===== src/rtl/miriscv_fetch_buffer.sv =====
// Fetch-to-decode instruction buffer: circular FIFO of {instr, pc, pc_next}.
// Optional same-cycle empty bypass enabled by macro MIRISCV_FETCH_BUFFER_BYPASS_EN.

package miriscv_pkg;
    parameter int unsigned XLEN = 32;
    parameter int unsigned ILEN = 32;
endpackage

module miriscv_fetch_buffer
    import miriscv_pkg::*;
#(
    parameter int unsigned DEPTH = 2
) (
    input  logic            clk_i,
    input  logic            arstn_i,
    input  logic            fetch_rvalid_i,
    input  logic [ILEN-1:0] fetch_instr_i,
    input  logic [XLEN-1:0] fetch_pc_i,
    input  logic [XLEN-1:0] fetch_pc_next_i,
    input  logic            flush_i,
    input  logic            decode_ready_i,
    output logic            decode_valid_o,
    output logic [ILEN-1:0] decode_instr_o,
    output logic [XLEN-1:0] decode_pc_o,
    output logic [XLEN-1:0] decode_pc_next_o,
    output logic            full_o,
    output logic [3:0]      count_o,
    output logic            overflow_o
);

    localparam int unsigned PW = (DEPTH > 1) ? $clog2(DEPTH) : 1;

    logic [ILEN-1:0] r_instr   [DEPTH];
    logic [XLEN-1:0] r_pc      [DEPTH];
    logic [XLEN-1:0] r_pc_next [DEPTH];

    logic [PW-1:0]   r_rptr;
    logic [PW-1:0]   r_wptr;
    logic [3:0]      r_count;
    logic            r_overflow;

    logic            w_empty;
    logic            w_full;
    logic            w_head_valid;
    logic            w_pop;
    logic            w_push;
    logic            w_write;
    logic            w_drop;
    logic            w_bypass;

    function automatic logic [PW-1:0] ptr_inc(input logic [PW-1:0] p);
        return (p == PW'(DEPTH - 1)) ? '0 : p + PW'(1);
    endfunction

    assign w_empty      = (r_count == 4'd0);
    assign w_full       = (r_count == 4'(DEPTH));
    assign w_head_valid = ~w_empty & ~flush_i;
    assign w_pop        = w_head_valid & decode_ready_i;
    // A full buffer still accepts a push when the head leaves in the same cycle.
    assign w_push       = fetch_rvalid_i & ~flush_i & (~w_full | w_pop);
    assign w_drop       = fetch_rvalid_i & ~flush_i & w_full & ~w_pop;

`ifdef MIRISCV_FETCH_BUFFER_BYPASS_EN
    assign w_bypass       = w_empty & fetch_rvalid_i & ~flush_i;
    assign w_write        = w_push & ~(w_bypass & decode_ready_i);
    assign decode_valid_o = w_head_valid | w_bypass;
    assign decode_instr_o   = w_bypass ? fetch_instr_i   : r_instr[r_rptr];
    assign decode_pc_o      = w_bypass ? fetch_pc_i      : r_pc[r_rptr];
    assign decode_pc_next_o = w_bypass ? fetch_pc_next_i : r_pc_next[r_rptr];
`else
    assign w_bypass       = 1'b0;
    assign w_write        = w_push & ~w_bypass;
    assign decode_valid_o = w_head_valid;
    assign decode_instr_o   = r_instr[r_rptr];
    assign decode_pc_o      = r_pc[r_rptr];
    assign decode_pc_next_o = r_pc_next[r_rptr];
`endif

    assign full_o     = w_full;
    assign count_o    = r_count;
    assign overflow_o = r_overflow;

    // Storage carries no reset; validity is tracked by the pointers and count.
    always_ff @(posedge clk_i) begin
        if (w_write) begin
            r_instr[r_wptr]   <= fetch_instr_i;
            r_pc[r_wptr]      <= fetch_pc_i;
            r_pc_next[r_wptr] <= fetch_pc_next_i;
        end
    end

    always_ff @(posedge clk_i or negedge arstn_i) begin
        if (!arstn_i) begin
            r_rptr     <= '0;
            r_wptr     <= '0;
            r_count    <= '0;
            r_overflow <= 1'b0;
        end else if (flush_i) begin
            r_rptr  <= '0;
            r_wptr  <= '0;
            r_count <= '0;
        end else begin
            if (w_pop) begin
                r_rptr <= ptr_inc(r_rptr);
            end
            if (w_write) begin
                r_wptr <= ptr_inc(r_wptr);
            end
            if (w_write && !w_pop) begin
                r_count <= r_count + 4'd1;
            end else if (!w_write && w_pop) begin
                r_count <= r_count - 4'd1;
            end
            if (w_drop) begin
                r_overflow <= 1'b1;
            end
        end
    end

endmodule


===== config.mk =====
export PLATFORM = sky130hd
export DESIGN_NAME = miriscv_fetch_buffer
export DESIGN_NICKNAME = d
export VERILOG_FILES = /design/src/rtl/miriscv_fetch_buffer.sv
export SDC_FILE = /design/constraint.sdc
export NUM_CORES = 1
export LEC_CHECK = 0
export ABC_AREA = 0
export CORE_MARGIN = 10
export CORE_UTILIZATION = 48
export DETAILED_ROUTE_END_ITERATION = 8
export PLACE_DENSITY = 0.81
export REMOVE_ABC_BUFFERS = 1
export SYNTH_ARGS = -nofsm -noshare
export SYNTH_HDL_FRONTEND = slang
export SYNTH_SLANG_ARGS = --single-unit

===== constraint.sdc =====
create_clock -name clk_i -period 6.2 [get_ports clk_i]
set_input_delay 1.24 -clock clk_i [delete_from_list [all_inputs] [get_ports clk_i]]
set_output_delay 1.24 -clock clk_i [all_outputs]
set_load 0.01 [all_outputs]

==> impl_metrics.env <==
export IMPL_grt_max_degree=59
export IMPL_arrival_ns=2.84
export IMPL_final_nets=693
export IMPL_antenna_found_initial=1
export IMPL_tritoncts="yes"
export IMPL_ys_ff_latch=199
export IMPL_r2r_start="count_o[0]"
export IMPL_synth_ff_type="edfxtp_1"
export IMPL_synth_area_um2=7590
export IMPL_cp_startpoint="r_rptr"
export IMPL_rows=45
export IMPL_drc_errors=0
export IMPL_synth_cell_types=44
export IMPL_cts_root_buf="clkbuf_16"
export IMPL_post_route_period_util=0.6588
export IMPL_ios=204
export IMPL_finClkSkew_ns=0.009041
export IMPL_fin_crit_ns=4.084
export IMPL_dr_total_vias=4093
export IMPL_detail_route_antenna_nets=0
export IMPL_grt_pass1_vias=4560
export IMPL_nFillCells=1029
export IMPL_final_core_util=0.6752
export IMPL_yosys_warnings=0
export IMPL_critPathRequiredTime_ns=4.96
export IMPL_max_vdd_ir_drop_v=0.0002428
export IMPL_cts_buffers=17
export IMPL_rsz0062_at_grt="no"
export IMPL_portBuffers=203
export IMPL_yosysSeqAreaShare=0.7827
export IMPL_insertion_delay_ns=0.42
export IMPL_hold_depth=1
export IMPL_cts_setup_buffers=0
export IMPL_synthCells=380
export IMPL_report_final_slew_viol_count=0
export IMPL_clkSinkCount=199
export IMPL_floorplan_initialDensity=0.4938
export IMPL_dp_hpwl_mm=11.63
export IMPL_synth_edf_count=192
export IMPL_die_area_um2=21240
export IMPL_hold_viol_final=0
export IMPL_die_x_um=145.7
export IMPL_yosys_area_top_type="edfxtp_1"
export IMPL_hp_class="reg2reg"
export IMPL_gp_congestion=0.7469
export IMPL_avgViaCountPerCell=5.034
export IMPL_first_pass_iters=4
export IMPL_htreeDepth=4
export IMPL_cp_max_fo=58
export IMPL_syn_avg_cell_area_um2=19.97
export IMPL_final_common_cell="clkdlybuf4s50_1"
export IMPL_final_cell_mix="203 x clkdlybuf4s50_1, 192 x edfxtp_1, 97 x mux2_2"
export IMPL_start_kind="flip-flop"
export IMPL_relSlewSlack=0.3641
export IMPL_timing_fmax_mhz=244.8
export IMPL_reg2regPathDepth=8
export IMPL_drive_gt1_frac=0.2363
export IMPL_cap_violations=0
export IMPL_leakage_uw=0.003459
export IMPL_die_h_um=145.7
export IMPL_async_reset_ff_frac=0.03518
export IMPL_powerDensity_nw_per_um2=375.1
export IMPL_wirelength_mm=16.53
export IMPL_status="complete, no violations"
export IMPL_yosysTopAreaCellShare=0.7596
export IMPL_setup_viol_count_final=0
export IMPL_grt_pass1_wl_mm=25.50
export IMPL_grt_util_all_layers=0.1541
export IMPL_path_class="reg2out"
export IMPL_syn_to_final_growth_pct=36.75
export IMPL_hold_path_startpoint="overflow_o"
export IMPL_routedWlPerCell_um=20.34
export IMPL_cts_resized=0
export IMPL_cts_hold_buf=0
export IMPL_synthTopCellsByArea="edfxtp_1 76%, mux2_2 14%, dfrtp_1 2.3%, xnor2_1 0.58%, clkbuf_1 0.45%"
export IMPL_overflow=0
export IMPL_end_kind="primary output"
export IMPL_cts_max_path_buffers=2
export IMPL_worst_pin_slew_ns=0.9517
export IMPL_fin_tns_setup_ns=0
export IMPL_core_um2=15370
export IMPL_clk_pin_slew_worst_paths_ns=0.06
export IMPL_drt_iter0_drc=237
==> logic make-up (layout without fill, tap and decap cells) <==
| logic type | after synthesis | after routing | synth area share |
|---|---|---|---|
| adders and majority gates | 3 | 3 | 0.005934 |
| xor gates and xnor gates | 6 | 6 | 0.006924 |
| and+or+nand+nor | 24 | 24 | 0.01797 |
| buffers and inverters | 25 | 246 | 0.01698 |
| other | 0 | 1 | 0 |
| AOI/OAI and AO/OA | 26 | 26 | 0.02555 |
| muxes | 97 | 97 | 0.1439 |
| DFF | 199 | 199 | 0.7827 |
==> Yosys cell counts, types with 2 or more instances <==
master / n
nand2_1: 3
dfrtp_1: 7
a21oi_1: 4
o21ai_0: 3
inv_1: 7
buf_6: 2
buf_2: 4
ha_1: 2
nor2_1: 9
mux2_2: 97
a31oi_1: 2
nor2b_1: 3
xnor2_1: 5
edfxtp_1: 192
clkbuf_1: 9
a211oi_1: 3
==> registers in the layout, indices dropped and copies added (netlist names) <==
register / flops
overflow_o: 1
r_pc_next: 64
r_wptr: 1
count_o: 4
r_rptr: 1
r_pc: 64
r_instr: 64
==> layer usage <==
layer	part of all wire	routed length, um	vias up	GRT usage
li1	-	-	1907	-
met2	0.51	8391	144	0.2602
met5	0	0	-	0
met1	0.41	6704	2022	0.1772
met3	0.074	1216	20	0.05837
met4	0.013	222	0	0.04904
==> power breakdown <==
part	leakage [uW]	total, uW	internal [uW]	switching (uW)
combinational	0.00136	1220	731	488
sequential	0.00185	1720	1590	130
clock	0.000251	958	507	451
==> critical path, cell delays in order, from the launching register on <==
cell and delay [ns]:
dfrtp_4 0.91, buf_4 0.56, mux2_2 0.40, clkdlybuf4s50_1 0.51
==> final cells by class <==
cell class / count / area, um2 / share of cell area
clock inverter: 13 / 82.58 / 0.007957
sequential: 199 / 5944 / 0.5728
timing repair buffer: 208 / 2095 / 0.2018
antenna: 1 / 2.502 / 0.0002411
tap: 211 / 264.0 / 0.02544
multi-input combinational: 156 / 1535 / 0.1479
clock buffer: 18 / 429.2 / 0.04135
inverter: 7 / 26.28 / 0.002532
==> final timing paths <==
check / endpoint / slack, ns
min: overflow_o / 0.50
min in group asynchronous: count_o[2] / 1.10
max: decode_pc_next_o[14] / 2.12
min reg2reg: overflow_o / 0.50
max in group asynchronous: r_rptr / 4.79
max reg2reg: count_o[2] / 3.49
==> through the flow <==
stage                     setup WS [ns]  area, um2  instances  power [uW]  hold slack [ns]
after floorplan                  0.1001       7487        362        2356           0.5117
after global placement            2.062       9864        781        2951           0.5115
after detailed placement          1.835       9864        781        2978           0.4816
after CTS                         2.029      10380        812        3940           0.5004
after global routing              1.957      10380        812        4077           0.5209
final                             2.116      10380        813        3893           0.4999
(Power assumes the default switching activity.)
